===== src/rtl/usbf_pkt_tx.sv =====
// USB function packet transmitter: builds handshake and DATA packets (with CRC16)
// and drives the 8-bit UTMI transmit interface.
module usbf_pkt_tx #(
    parameter int unsigned MAX_PKT_SIZE = 1024
) (
    input  logic        clk,
    input  logic        rst,
    input  logic        send_hs,
    input  logic [1:0]  hs_sel,
    input  logic        send_data,
    input  logic [1:0]  data_pid_sel,
    input  logic        send_zlp,
    input  logic [7:0]  tx_byte,
    input  logic        tx_byte_valid,
    input  logic        tx_byte_last,
    output logic        tx_byte_ack,
    output logic [7:0]  tx_data,
    output logic        tx_valid,
    input  logic        tx_ready,
    output logic        busy,
    output logic        tx_done,
    output logic        underrun_err,
    output logic        pkt_trunc,
    output logic [10:0] tx_byte_cnt
);

    localparam int unsigned CNT_W = 11;
    localparam int unsigned CRC_W = 16;

    typedef enum logic [2:0] {
        S_IDLE,
        S_PID,
        S_DATA,
        S_CRC1,
        S_CRC2
    } state_t;

    state_t             r_state;
    state_t             w_state_nxt;
    logic [7:0]         r_tx_data,  w_tx_data_nxt;
    logic               r_tx_valid, w_tx_valid_nxt;
    logic               r_busy,     w_busy_nxt;
    logic               r_done,     w_done_nxt;
    logic               r_under,    w_under_nxt;
    logic               r_trunc,    w_trunc_nxt;
    logic [CNT_W-1:0]   r_cnt,      w_cnt_nxt;
    logic [CRC_W-1:0]   r_crc,      w_crc_nxt;
    logic               r_is_hs,    w_is_hs_nxt;
    logic               r_zlp,      w_zlp_nxt;
    logic               r_last,     w_last_nxt;
    logic               w_ack;
    logic               w_accept;
    logic [CNT_W-1:0]   w_cnt_inc;
    logic               w_at_max;
    logic [CRC_W-1:0]   w_crc_upd;

    // Serial CRC16 (x^16+x^15+x^2+1), data bit 0 shifted in first
    function automatic logic [CRC_W-1:0] crc16_byte(input logic [CRC_W-1:0] c, input logic [7:0] d);
        logic [CRC_W-1:0] r;
        logic             fb;
        r = c;
        for (int i = 0; i < 8; i++) begin
            fb = r[15] ^ d[i];
            r  = {r[14:0], 1'b0};
            if (fb) r = r ^ 16'h8005;
        end
        return r;
    endfunction

    function automatic logic [7:0] crc_byte1(input logic [CRC_W-1:0] c);
        logic [7:0] b;
        for (int i = 0; i < 8; i++) b[i] = ~c[15-i];
        return b;
    endfunction

    function automatic logic [7:0] crc_byte2(input logic [CRC_W-1:0] c);
        logic [7:0] b;
        for (int i = 0; i < 8; i++) b[i] = ~c[7-i];
        return b;
    endfunction

    function automatic logic [7:0] pid_byte(input logic [3:0] p);
        return {~p, p};
    endfunction

    function automatic logic [3:0] hs_pid(input logic [1:0] sel);
        case (sel)
            2'd0:    return 4'h2;
            2'd1:    return 4'hA;
            2'd2:    return 4'hE;
            default: return 4'h6;
        endcase
    endfunction

    function automatic logic [3:0] data_pid(input logic [1:0] sel);
        case (sel)
            2'd0:    return 4'h3;
            2'd1:    return 4'hB;
            2'd2:    return 4'h7;
            default: return 4'hF;
        endcase
    endfunction

    assign w_accept  = r_tx_valid & tx_ready;
    assign w_cnt_inc = r_cnt + CNT_W'(1);
    assign w_at_max  = (w_cnt_inc == CNT_W'(MAX_PKT_SIZE));
    assign w_crc_upd = crc16_byte(r_crc, r_tx_data);

    // State and datapath registers
    always_ff @(posedge clk or negedge rst) begin
        if (!rst) begin
            r_state    <= S_IDLE;
            r_tx_data  <= 8'h00;
            r_tx_valid <= 1'b0;
            r_busy     <= 1'b0;
            r_done     <= 1'b0;
            r_under    <= 1'b0;
            r_trunc    <= 1'b0;
            r_cnt      <= '0;
            r_crc      <= 16'hFFFF;
            r_is_hs    <= 1'b0;
            r_zlp      <= 1'b0;
            r_last     <= 1'b0;
        end else begin
            r_state    <= w_state_nxt;
            r_tx_data  <= w_tx_data_nxt;
            r_tx_valid <= w_tx_valid_nxt;
            r_busy     <= w_busy_nxt;
            r_done     <= w_done_nxt;
            r_under    <= w_under_nxt;
            r_trunc    <= w_trunc_nxt;
            r_cnt      <= w_cnt_nxt;
            r_crc      <= w_crc_nxt;
            r_is_hs    <= w_is_hs_nxt;
            r_zlp      <= w_zlp_nxt;
            r_last     <= w_last_nxt;
        end
    end

    // Next-state logic
    always_comb begin
        w_state_nxt = r_state;
        case (r_state)
            S_IDLE: if (send_hs || send_data) w_state_nxt = S_PID;
            S_PID: begin
                if (w_accept) begin
                    if (r_is_hs)            w_state_nxt = S_IDLE;
                    else if (r_zlp)         w_state_nxt = S_CRC1;
                    else if (tx_byte_valid) w_state_nxt = S_DATA;
                    else                    w_state_nxt = S_IDLE;
                end
            end
            S_DATA: begin
                if (w_accept) begin
                    if (r_last || w_at_max) w_state_nxt = S_CRC1;
                    else if (tx_byte_valid) w_state_nxt = S_DATA;
                    else                    w_state_nxt = S_IDLE;
                end
            end
            S_CRC1: if (w_accept) w_state_nxt = S_CRC2;
            S_CRC2: if (w_accept) w_state_nxt = S_IDLE;
            default: w_state_nxt = S_IDLE;
        endcase
    end

    // Output / datapath next values; a stalled PHY leaves everything holding
    always_comb begin
        w_tx_data_nxt  = r_tx_data;
        w_tx_valid_nxt = r_tx_valid;
        w_done_nxt     = 1'b0;
        w_under_nxt    = 1'b0;
        w_trunc_nxt    = 1'b0;
        w_cnt_nxt      = r_cnt;
        w_crc_nxt      = r_crc;
        w_is_hs_nxt    = r_is_hs;
        w_zlp_nxt      = r_zlp;
        w_last_nxt     = r_last;
        w_ack          = 1'b0;
        case (r_state)
            S_IDLE: begin
                if (send_hs) begin
                    w_tx_valid_nxt = 1'b1;
                    w_tx_data_nxt  = pid_byte(hs_pid(hs_sel));
                    w_is_hs_nxt    = 1'b1;
                end else if (send_data) begin
                    w_tx_valid_nxt = 1'b1;
                    w_tx_data_nxt  = pid_byte(data_pid(data_pid_sel));
                    w_is_hs_nxt    = 1'b0;
                    w_zlp_nxt      = send_zlp;
                    w_cnt_nxt      = '0;
                    w_crc_nxt      = 16'hFFFF;
                end
            end
            S_PID: begin
                if (w_accept) begin
                    if (r_is_hs) begin
                        w_tx_valid_nxt = 1'b0;
                        w_done_nxt     = 1'b1;
                    end else if (r_zlp) begin
                        w_tx_data_nxt = crc_byte1(r_crc);
                    end else if (tx_byte_valid) begin
                        w_ack         = 1'b1;
                        w_tx_data_nxt = tx_byte;
                        w_last_nxt    = tx_byte_last;
                    end else begin
                        w_tx_valid_nxt = 1'b0;
                        w_under_nxt    = 1'b1;
                        w_done_nxt     = 1'b1;
                    end
                end
            end
            S_DATA: begin
                if (w_accept) begin
                    w_cnt_nxt = w_cnt_inc;
                    w_crc_nxt = w_crc_upd;
                    if (r_last || w_at_max) begin
                        w_tx_data_nxt = crc_byte1(w_crc_upd);
                        w_trunc_nxt   = ~r_last;
                    end else if (tx_byte_valid) begin
                        w_ack         = 1'b1;
                        w_tx_data_nxt = tx_byte;
                        w_last_nxt    = tx_byte_last;
                    end else begin
                        w_tx_valid_nxt = 1'b0;
                        w_under_nxt    = 1'b1;
                        w_done_nxt     = 1'b1;
                    end
                end
            end
            S_CRC1: if (w_accept) w_tx_data_nxt = crc_byte2(r_crc);
            S_CRC2: begin
                if (w_accept) begin
                    w_tx_valid_nxt = 1'b0;
                    w_done_nxt     = 1'b1;
                end
            end
            default: begin
                w_tx_valid_nxt = 1'b0;
            end
        endcase
        w_busy_nxt = (w_state_nxt != S_IDLE);
    end

    assign tx_byte_ack  = w_ack;
    assign tx_data      = r_tx_data;
    assign tx_valid     = r_tx_valid;
    assign busy         = r_busy;
    assign tx_done      = r_done;
    assign underrun_err = r_under;
    assign pkt_trunc    = r_trunc;
    assign tx_byte_cnt  = r_cnt;

endmodule


===== config.mk =====
export PLATFORM = sky130hd
export DESIGN_NAME = usbf_pkt_tx
export DESIGN_NICKNAME = d
export VERILOG_FILES = /design/src/rtl/usbf_pkt_tx.sv
export SDC_FILE = /design/constraint.sdc
export NUM_CORES = 1
export LEC_CHECK = 0
export BUFFER_PORTS_ARGS = -buffer_cell sky130_fd_sc_hd__buf_2
export CORE_AREA = 2 2 88 90
export CTS_BUF_LIST = sky130_fd_sc_hd__clkbuf_8
export CTS_CLUSTER_DIAMETER = 40
export DETAILED_ROUTE_END_ITERATION = 7
export DIE_AREA = 0 0 90 92
export RECOVER_POWER = 100
export SLEW_MARGIN = 40
export SYNTH_ARGS = -nofsm -noshare
export SYNTH_HDL_FRONTEND = slang
export SYNTH_SLANG_ARGS = --single-unit
export TNS_END_PERCENT = 1

===== constraint.sdc =====
create_clock -name clk -period 2.95 [get_ports clk]
set_input_delay 0.295 -clock clk [delete_from_list [all_inputs] [get_ports clk]]
set_output_delay 0.295 -clock clk [all_outputs]
set_load 0.03 [all_outputs]

; ---- Yosys cells after proc, flatten, opt, wreduce, memory -nomap -nowiden
; Index checks and enable logic that the tools add are counted.
[classes]
n_reduce_logical = 16
addsub = 1
n_bitwise = 46
n_mux = 83
eq_ne = 20
[ops]
columns = operator, count
row1 = $mux W16, 11
row2 = $mux W8, 9
row3 = $mux W1, 35
row4 = $mux W11, 3
row5 = $pmux W16 S2, 1
row6 = $pmux W8 S4, 1
row7 = $not A1 Y1, 27
row8 = $not A3 Y3, 8
row9 = $pmux W4 S3, 2
row10 = $pmux W11 S2, 1
row11 = $mux W4, 5
row12 = $mux W3, 6
row13 = $ne A2 B2 Y1 const B, 9
row14 = $pmux W3 S5, 1
row15 = $reduce_and A6 Y1, 2
row16 = $add A11 B1 Y11 const B, 1
row17 = $eq A11 B11 Y1 const B, 1
row18 = $not A4 Y4, 2
row19 = $xor A1 B1 Y1, 8
row20 = $reduce_and A7 Y1, 1
row21 = $eq A3 B2 Y1 const B, 2
row22 = $mux W2, 3
row23 = $ne A3 B3 Y1 const B, 2
row24 = $pmux W1 S2, 3
row25 = other kinds (16), 22
[word_totals]
ff_bits = 46
input_bits = 20
word_cells = 178
out_inout_bits = 25

; ---- Longest topological paths before layout
; Gate-level depths: netlist (run 1).
[depth]
ltp_word = 20
mapped_depth = 8
mapped_depth_nobuf = 7

; ---- Worst setup path after synthesis (run 1)
; OpenSTA, ideal clock, no wires.
[synth_path]
path_type = register to output
startpoint = reg r_cnt[3] (netlist: tx_byte_cnt[3])
endpoint = out tx_byte_ack
arrival_time_ps = 2102
path_slack_ps = 553
stages_incl_launch_ff = 8
required_ps = 2655
n_path_buf = 2
cell_sequence = dfrtp_1 > buf_6 > and4_4 > a211o_1 > a221oi_2 > buf_6 > or3_1 > a21oi_1
[synth_via]
elab_chain_cells = 6
[synth_lines]
columns = item, line_no
row1 = "start, declared", 46  ; logic [CNT_W-1:0] r_cnt, w_cnt_nxt;
row2 = "start signal, assigned", 132  ; r_cnt <= w_cnt_nxt;
row3 = $add A11 B1 Y11, 105  ; assign w_cnt_inc = r_cnt + CNT_W'(1);
row4 = $eq A11 B11 Y1, 106  ; assign w_at_max = (w_cnt_inc == CNT_W'(MAX_PKT_SIZE));
row5 = $logic_or A1 B1 Y1, 216  ; if (r_last || w_at_max) begin
row6 = $mux W1, 216
row7 = $mux W1, 213  ; if (w_accept) begin
row8 = $pmux W1 S2, 179  ; case (r_state)
row9 = "end, declared", 16  ; output logic tx_byte_ack,
; Every way passes these cells.

; ---- Worst setup path after layout (run 1)
[layout_path]
startpoint = reg r_state[1]
endpoint = out tx_byte_ack
[layout_via]
elab_chain_cells = 2
word_cells_on_any_way = 3
classes_between = eq/ne (2) / mux (1)
[layout_lines]
columns = item, line_no
row1 = "start, declared", 38  ; state_t r_state;
row2 = "start signal, assigned", 125  ; r_state <= w_state_nxt;
row3 = $eq A3 B2 Y1 or $eq A3 B1 Y1 (tied branches), 179
row4 = $pmux W1 S2 *, 179
; Every way passes the cells marked *; elsewhere a longest branch is shown, timed or not.

==> impl_metrics.csv, run 1 <==
group,metric,value,unit
place,placed_cell_area,3146,sq um
synth,synth_area,2860,sq um
timing,finalCritPeriodShare,0.9231,
timing,setup_viol,0,
routing,vias,2481,
synth,synthArstFlopShare,1.000,
grt,antenna_found_initial,0,
synth,synthFlopType,"dfrtp_1",
min_path,worstHoldPathType,"in -> reg",
critical_path,worstPathCellList,"or3b_2, or3_1, a21oi_1, clkbuf_2",
timing,finalClockSkew,0.01009,ns
floorplanning,rows,32,
run,maxCapViolCount,1,
place,gp_congestion,0.8913,
cells_and_area,syn_to_final_growth,11.81,%
place,placed_cells,447,
place,pre_cts_ws,0.5224,ns
critical_path,critPathRequiredTime,2.65,ns
timing,setup_slack,0.2270,ns
grt,first_global_vias,2304,
critical_path,worst-endpoint-arrival,2.43,ns
cells_and_area,nets,375,
timing,final.setup.tns,0,ns
grt,grt_max_degree,47,
critical_path,crit_end,"tx_byte_ack",
critical_path,crit_family,"simple AND/OR/NAND/NOR gates",
cells_and_area,multiInputGateArea,1575,sq um
critical_path,startpoint,"r_state[1]$_DFF_PN0_",
cells_and_area,diodes,0,
floorplanning,ios,45,
critical_path,crit_buf_inv,1,
synth,syn_nets,341,
routing,drc_errors,0,
critical_path,critPathKind,"reg -> out",
cts,cts_root_buf,"clkbuf_8",
grt,grt_first_pass_wirelength,12350,um
synth,yosysTopAreaCell,"dfrtp_1",
power,p_per_area,341.4,nW/um^2
synth,synth_top_area_frac,0.2625,
critical_path,reg2regPathDepth,6,
cells_and_area,postLayoutCellArea,3198,sq um
cts,clockBufferDepth,2,
routing,wl_per_cell,16.23,um
routing,routed_wl,7383,um
critical_path,crit_slowest_cell,"dfrtp_1",
synth,ys_ff_latch,46,
synth,yosysMostFrequentCell,"o21ai_0",
place,port_buffers,44,
cts,ctsHoldBuffers,0,
cells_and_area,drive_gt1_frac,0.1841,
critical_path,timing.rr.end,"r_crc[5]$_DFFE_PN1P_",
timing,period_needed,2.723,ns
cts,tritoncts,"yes",
floorplanning,die_x,90,um
critical_path,max_stage_delay,0.82,ns
power,ir_drop,0.0001570,V
critical_path,crit_path_max_fanout,23,
synth,synth-edff-count,0,
synth,synth_cell_types,53,
critical_path,cp-end-kind,"primary output",
cells_and_area,fill_cells,776,
outcome,violations,"max-capacitance violations, max-slew violations",
timing,timing.hold.ws,0.1992,ns
timing,grt_setup_unrepaired,"no",
synth,synth_common_cells,"o21ai_0, nand2_1, nor2_1",
cts,numCtsBuffers,5,
power,leakage,1.242,nW
critical_path,crit_path_start_kind,"register",
floorplanning,initial_utilization,0.3841,
power,power,1.092,mW
cts,cts_setup_buffers,0,
cts,h-tree-depth,2,
outcome,status,"finished, violations left",
synth,ys_seq_area_frac,0.4094,
floorplanning,core_region_area,7447,sq um
synth,synth.avg_cell_area,8.994,sq um
timing,slew_viol_final,47,
routing,drt-initial-drc-count,202,
cts,cts_resized,0,
routing,first_pass_iters,4,
timing,relSlewSlack,-0.7093,
timing,hold_viol,0,
timing,tightest_slew,2.564,ns
cts,cts.sinks,46,
floorplanning,die_h,92,um
synth,syn_inst,318,
cells_and_area,final_cell_count_no_fill,455,
timing,timing.fmax,0.3672,GHz
cts,path_clk_slew,0.09,ns
cells_and_area,fin_util,0.4294,
critical_path,worst-r2r-setup-slack,0.36,ns
critical_path,r2r-start,"r_state[1]$_DFF_PN0_",
synth,synth_area_leaders,"dfrtp_1, dfstp_2, xnor2_1",
synth,yosysWarnings,0,
cells_and_area,seq_area,1171,sq um
routing,final_antenna_net_count,0,
floorplanning,dieArea,8280,sq um
cts,clk_latency,0.30,ns
grt,grtUsageTotal,0.1851,
critical_path,cp_num_cells,4,
grt,gr-total-overflow,0,
routing,viasPerCell,5.453,
place,place_hpwl,5284,um
## worst reg2reg max path, cell delays in order, from the launching register on
cell and delay (ns):
dfrtp_1 0.66, nor3_1 0.31, nand2_1 0.14, o21ai_0 0.78, clkbuf_2 0.43, nor2_1 0.07
a21oi_1 0.13
## where the power goes
part	internal, mW	switching (mW)
combinational	0.0193	0.0327
clock	0.186	0.222
sequential	0.631	0
## sequential cells by signal, indices dropped and copies added (netlist names)
register and cells:
busy 1, pkt_trunc 1, r_crc 16, r_is_hs 1, r_last 1, r_state 3, r_zlp 1, tx_byte_cnt 11
tx_data 8, tx_done 1, tx_valid 1, underrun_err 1
## cells in the final DEF (no fill, tap or decap), types with 3 or more instances in the layout
cell	synthesis	routed
buf_2	1	18
xor2_1	3	3
ha_1	3	3
mux2_2	8	8
clkbuf_2	0	3
buf_4	1	3
dfrtp_1	30	30
xnor2_1	22	22
nand3_1	5	5
a22o_1	3	3
a21oi_1	16	16
clkbuf_1	18	25
o21ai_0	36	36
dfstp_2	16	16
nor4_1	4	4
o211ai_1	6	6
inv_1	3	4
and3_1	3	3
nor2_1	32	32
a211oi_1	5	5
nor3_1	8	8
nand4_1	4	4
a31oi_1	3	3
mux2i_1	7	7
o22a_1	7	7
clkbuf_8	0	6
nand2_1	34	34
## routing by layer
| layer | global-route usage | vias to the layer above | routed length, um |
|---|---|---|---|
| met3 | 0.03040 | 12 | 299 |
| met2 | 0.2876 | 57 | 3508 |
| met4 | 0.05897 | 0 | 116 |
| li1 | - | 1213 | - |
| met1 | 0.2646 | 1199 | 3459 |
| met5 | 0 | - | 0 |
## cell type report
class	count	share of cell area
sequential	46	0.3662
tap	102	0.03991
inverter	3	0.003521
timing repair buffer	49	0.06925
clock buffer	6	0.02582
clock inverter	2	0.002739
multi-input combinational	247	0.4926
## logic make-up (layout without fill, tap and decap cells)
group,Yosys count,count (layout),share of synthesized area
and+or+nand+nor,106,106,0.1728
AOI/OAI and AO/OA,96,96,0.2192
DFF,46,46,0.4094
xor gates and xnor gates,26,26,0.08443
buffers and inverters,25,60,0.03980
muxes,16,16,0.06124
adders and majority gates,3,3,0.01312
## worst min-delay path by stage
stage,start,to,slack [ns],depth (start not counted)
global route,send_zlp,r_zlp$_DFFE_PN0P_,0.21,3
finish,tx_byte_last,r_last$_DFFE_PN0P_,0.20,2
floorplan,rst,busy$_DFF_PN0_,-0.0006,0
global placement,tx_byte_last,r_last$_DFFE_PN0P_,0.51,2
CTS,rst,tx_valid$_DFFE_PN0P_,0.02,1
detailed placement,rst,tx_data[7]$_DFFE_PN0P_,0.35,1
Note: power is estimated with default switching activity, not from simulation.
==> run 2: changes to the inputs <==
--- a/config.mk
+++ b/config.mk
@@ -5,7 +5,7 @@
 export SDC_FILE = /design/constraint.sdc
 export NUM_CORES = 1
 export LEC_CHECK = 0
-export BUFFER_PORTS_ARGS = -buffer_cell sky130_fd_sc_hd__buf_2
+export BUFFER_PORTS_ARGS = -buffer_cell sky130_fd_sc_hd__clkbuf_2
 export CORE_AREA = 2 2 88 90
 export CTS_BUF_LIST = sky130_fd_sc_hd__clkbuf_8
 export CTS_CLUSTER_DIAMETER = 40
==> constraint.sdc (replaced) <==
create_clock -name clk -period 2.8 [get_ports clk]
set_input_delay 0.28 -clock clk [delete_from_list [all_inputs] [get_ports clk]]
set_output_delay 0.28 -clock clk [all_outputs]
set_load 0.03 [all_outputs]
==> run 2 against run 1 <==
Effect of this change: the flow still finishes with violations (max-capacitance violations, max-slew violations); largest cell class unchanged; critical path depth rose by 4; register-to-register slack got worse by 0.09 ns; clock power shrank 1%.
==> impl_metrics.csv, run 2 (synthesis results as in run 1) <==
group,metric,value,unit
critical_path,crit_slowest_cell,"dfrtp_1",
routing,top_layer,"met4",
cts,cts_setup_buffers,0,
power,ir_drop,0.0002156,V
cells_and_area,top_register,"r_crc",
critical_path,crit_family,"buffers and inverters",
floorplanning,initial_utilization,0.3841,
timing,finalCritPeriodShare,0.9051,
routing,drt-initial-drc-count,144,
timing,grt_setup_unrepaired,"no",
cells_and_area,drive_gt1_frac,0.1783,
place,placed_cells,453,
cells_and_area,multiInputGateArea,1567,sq um
cells_and_area,diodes,0,
timing,final.setup.tns,0,ns
grt,first_global_vias,2493,
critical_path,crit_path_start_kind,"register",
cells_and_area,postLayoutCellArea,3212,sq um
run,maxCapViolCount,1,
grt,grtUsageTotal,0.1969,
timing,timing.fmax,0.3946,GHz
routing,final_antenna_net_count,0,
floorplanning,ios,45,
place,placed_cell_area,3191,sq um
critical_path,crit_path_max_fanout,25,
cells_and_area,fill_cells,804,
cells_and_area,final_cell_count_no_fill,461,
power,power,1.126,mW
timing,period_needed,2.534,ns
routing,wl_met1,3649,um
routing,vias,2561,
cts,cts_resized,0,
place,place_hpwl,5535,um
grt,grt_max_degree,40,
critical_path,critPathKind,"reg -> reg",
cts,clk_latency,0.31,ns
cts,path_clk_slew,0.09,ns
cells_and_area,largest_reg_flops,16,
cells_and_area,syn_to_final_growth,12.29,%
routing,wl_per_cell,16.70,um
routing,routed_wl,7697,um
routing,first_pass_iters,5,
cells_and_area,nets,381,
floorplanning,die_x,90,um
floorplanning,dieArea,8280,sq um
grt,antenna_found_initial,0,
timing,hold_viol,0,
outcome,status,"finished, violations left",
cts,numCtsBuffers,5,
timing,timing.hold.ws,0.1840,ns
power,leakage,1.264,nW
timing,finalClockSkew,0.01394,ns
critical_path,max_stage_delay,0.56,ns
floorplanning,die_h,92,um
cells_and_area,layout_commonest_cell,"o21ai_0",
cts,clockBufferDepth,2,
cts,h-tree-depth,2,
floorplanning,core_region_area,7447,sq um
routing,wl_met2,3546,um
grt,gr-total-overflow,0,
critical_path,critPathRequiredTime,3.01,ns
cts,ctsHoldBuffers,0,
timing,setup_viol,0,
timing,slew_viol_final,40,
power,p_per_area,350.5,nW/um^2
cts,cts.sinks,46,
timing,relSlewSlack,-0.5228,
cts,cts_root_buf,"clkbuf_8",
cts,tritoncts,"yes",
routing,drc_errors,0,
outcome,violations,"max-capacitance violations, max-slew violations",
cells_and_area,final_cell_mix,"o21ai_0, nand2_1, nor2_1",
routing,viasPerCell,5.555,
critical_path,cp-end-kind,"register",
place,port_buffers,44,
critical_path,crit_buf_inv,3,
timing,tightest_slew,2.284,ns
cells_and_area,seq_area,1171,sq um
routing,dr_wl_met3,382,um
min_path,worstHoldPathType,"in -> reg",
place,gp_congestion,0.9045,
grt,grt_first_pass_wirelength,12970,um
critical_path,crit_path_frequent_cell,"nand2_1",
critical_path,worstPathCellList,"clkbuf_1, nor3b_1, buf_4, nand2_1, clkbuf_2, o21ai_0, nand2_1, o31ai_1",
floorplanning,rows,32,
critical_path,worst-endpoint-arrival,2.74,ns
-- run 2: final cells by class --
type,count,share of cell area
Multi-Input combinational cell,247,0.4877
Tap cell,102,0.03973
Timing Repair Buffer,55,0.07947
Sequential cell,46,0.3646
Clock buffer,5,0.02143
Clock inverter,3,0.003506
Inverter,3,0.003506
-- run 2: where the power goes --
| part | switching, mW | total (mW) | internal [mW] |
|---|---|---|---|
| registers | 0 | 0.665 | 0.665 |
| logic | 0.0352 | 0.0560 | 0.0207 |
| clock network | 0.237 | 0.405 | 0.167 |
-- run 2: final timing paths --
kind | startpoint | to | slack [ns] | cells past startpoint
max | r_state[1]$_DFF_PN0_ | tx_byte_cnt[3]$_DFFE_PN0P_ | 0.27 | 8
min | tx_byte_last | r_last$_DFFE_PN0P_ | 0.18 | 2
max reg2reg | r_state[1]$_DFF_PN0_ | tx_byte_cnt[3]$_DFFE_PN0P_ | 0.27 | 8
min reg2reg | r_crc[9]$_DFFE_PN1P_ | r_crc[9]$_DFFE_PN1P_ | 0.53 | 2
max in group asynchronous | rst | tx_byte_cnt[0]$_DFFE_PN0P_ | 0.85 | 1
min in group asynchronous | rst | tx_data[1]$_DFFE_PN0P_ | 0.64 | 1
-- run 2: per-layer routing --
layer  GRT usage  vias up
met5           0        -
met1      0.2797     1239
li1            -     1227
met2      0.3058       87
met4     0.06795        0
met3     0.03205        8
-- run 2: stage by stage --
| step | setup WS, ns | utilization |
|---|---|---|
| after detailed placement | 0.5984 | 0.4284 |
| after CTS | 0.2965 | 0.4392 |
| after global placement | 0.6425 | 0.4281 |
| after floorplan | 0.4181 | - |
| final | 0.2659 | 0.4313 |
| after global routing | 0.07256 | 0.4313 |
==> run 3: changes to the inputs <==
--- a/config.mk
+++ b/config.mk
@@ -5,12 +5,13 @@
 export SDC_FILE = /design/constraint.sdc
 export NUM_CORES = 1
 export LEC_CHECK = 0
-export BUFFER_PORTS_ARGS = -buffer_cell sky130_fd_sc_hd__clkbuf_2
-export CORE_AREA = 2 2 88 90
+export CORE_AREA = 2 2 78 80
 export CTS_BUF_LIST = sky130_fd_sc_hd__clkbuf_8
 export CTS_CLUSTER_DIAMETER = 40
 export DETAILED_ROUTE_END_ITERATION = 7
-export DIE_AREA = 0 0 90 92
+export DIE_AREA = 0 0 80 82
+export DONT_BUFFER_PORTS = 1
+export PLACE_DENSITY = 0.65
 export RECOVER_POWER = 100
 export SLEW_MARGIN = 40
 export SYNTH_ARGS = -nofsm -noshare
==> run 3 against run 2 <==
Effect of this change: non-clock buffer count shrank 35; final cell count shrank 13%; critical path depth shrank 1; the flow now finishes without violations; wire length shrank 7.5%; critical endpoint is now tx_byte_ack; maximum frequency shrank 0.67%; highest routed layer unchanged; largest cell class unchanged; worst setup slack lost 0.017 ns; clock-buffer cell count is the same; sequential share of layout area grew 2.1 points; core utilization grew 9.7 points; die area shrank 21%.
==> impl_metrics.csv, run 3 (synthesis results as in run 1) <==
group,metric,value,unit
outcome,status,"finished clean",
floorplanning,rows,28,
cells_and_area,postLayoutCellArea,3038,sq um
critical_path,max_stage_delay,0.54,ns
timing,timing.fmax,0.3920,GHz
critical_path,r2r-start,"tx_byte_cnt[0]$_DFFE_PN0P_",
timing,tightest_slew,1.129,ns
cts,cts_resized,0,
power,p_per_area,363.9,nW/um^2
critical_path,worstPathCellList,"ha_1, nand2_1, a221oi_1, buf_4, or3_1, a21oi_1, buf_4",
critical_path,reg2regPathDepth,7,
floorplanning,dieArea,6560,sq um
timing,setup_viol,0,
routing,wl_per_cell,17.84,um
routing,first_pass_iters,4,
cells_and_area,top_register,"r_crc",
run,maxCapViolCount,0,
routing,viasPerCell,5.985,
critical_path,critPathKind,"reg -> out",
routing,wl_met2,3243,um
place,port_buffers,0,
cells_and_area,largest_reg_flops,16,
critical_path,startpoint,"tx_byte_cnt[0]$_DFFE_PN0P_",
routing,vias,2388,
cells_and_area,drive_gt1_frac,0.1481,
cts,numCtsBuffers,5,
cts,h-tree-depth,2,
min_path,worstHoldPathCells,1,
cells_and_area,layout_commonest_cell,"o21ai_0",
routing,routed_wl,7119,um
cells_and_area,final_cell_mix,"o21ai_0, nand2_1, nor2_1",
routing,final_antenna_net_count,0,
floorplanning,die_x,80,um
critical_path,critPathRequiredTime,2.52,ns
timing,final.setup.tns,0,ns
timing,hold_viol,0,
floorplanning,core_region_area,5746,sq um
min_path,worstHoldPathType,"in -> reg",
cells_and_area,final_cell_count_no_fill,399,
grt,grt_first_pass_wirelength,11830,um
cells_and_area,nets,346,
critical_path,crit_path_max_fanout,11,
timing,period_needed,2.551,ns
grt,gr-total-overflow,0,
grt,first_global_vias,2322,
floorplanning,initial_utilization,0.4978,
timing,finalCritPeriodShare,0.9112,
critical_path,crit_path_start_kind,"register",
power,power,1.106,mW
grt,antenna_found_initial,0,
floorplanning,die_h,82,um
cts,cts_root_buf,"clkbuf_8",
timing,grt_setup_unrepaired,"no",
min_path,hp-start,"tx_byte_valid",
critical_path,crit_path_frequent_cell,"buf_4",
place,place_hpwl,5099,um
grt,grt_max_degree,47,
power,ir_drop,0.0001609,V
routing,top_layer,"met4",
power,leakage,1.164,nW
timing,relSlewSlack,0.2470,
cts,clockBufferDepth,2,
place,placed_cells,389,
floorplanning,ios,45,
routing,drc_errors,0,
cts,tritoncts,"yes",
cells_and_area,diodes,0,
grt,grtUsageTotal,0.2323,
cts,clk_latency,0.31,ns
cts,path_clk_slew,0.09,ns
routing,drt-initial-drc-count,176,
routing,wl_met1,3270,um
critical_path,crit_slowest_cell,"dfrtp_1",
timing,slew_viol_final,0,
place,placed_cell_area,2987,sq um
cts,cts.sinks,46,
critical_path,worst-endpoint-arrival,2.27,ns
cells_and_area,syn_to_final_growth,6.212,%
critical_path,cp-end-kind,"primary output",
place,gp_congestion,0.8772,
timing,finalClockSkew,0.01058,ns
routing,dr_wl_met3,451,um
[run 3: cell types whose count changed in the layout (fill, tap and decap cells not counted), moves of 3 or more]
cell,change
clkbuf_2,-20
clkbuf_1,-19
buf_4,+3
inv_1,-3
[run 3: final cells by class]
cell class | instances | area (sq um)
fill | 538 | 2708
multi-input combinational | 247 | 1560
sequential | 46 | 1171
timing repair buffer | 20 | 116.4
tap | 75 | 93.84
clock buffer | 5 | 68.82
clock inverter | 3 | 16.27
inverter | 3 | 11.26
[run 3: metal layers]
layer	GRT usage	up-vias
li1	-	1160
met1	0.3402	1142
met5	0	-
met2	0.3475	73
met3	0.03516	13
met4	0.08475	0
[run 3: repair_timing]
action                                  in CTS  in global routing
endpoints found under the hold margin       46                  0
setup buffers                                0                  0
endpoints found under the setup margin       0                  0
hold buffers                                 2                  0
[run 3: report_power, final]
group	internal (mW)	leakage [nW]	switching [mW]
clock network	0.171	0.0416	0.233
registers	0.665	0.569	0
logic	0.0131	0.554	0.0235
[run 3: worst max-delay path: cells and delay by family, from the launching register on]
kind,cells,cell delay [ns]
flops,1,0.54
simple gates,2,0.48
buf+inv,2,0.37
fa+ha+maj,1,0.33
compound gates,2,0.25
[run 3: metrics by stage]
step                        util  hold slack, ns  worst slack (ns)
after global routing      0.5287         0.03032           0.08073
final                     0.5287         0.03928            0.2488
after CTS                 0.5412         0.03009            0.2439
after detailed placement  0.5198        -0.01431            0.5035
after floorplan                -        -0.01559            0.4181
after global placement    0.5198        -0.01451            0.5304
[run 3: worst paths after layout]
kind / endpoint / slack (ns)
max: tx_byte_ack / 0.25
min: underrun_err$_DFF_PN0_ / 0.04
max reg2reg: tx_data[5]$_DFFE_PN0P_ / 0.46
min reg2reg: r_crc[4]$_DFFE_PN1P_ / 0.53
max in group asynchronous: tx_byte_cnt[3]$_DFFE_PN0P_ / 1.37
min in group asynchronous: r_state[2]$_DFF_PN0_ / 0.72
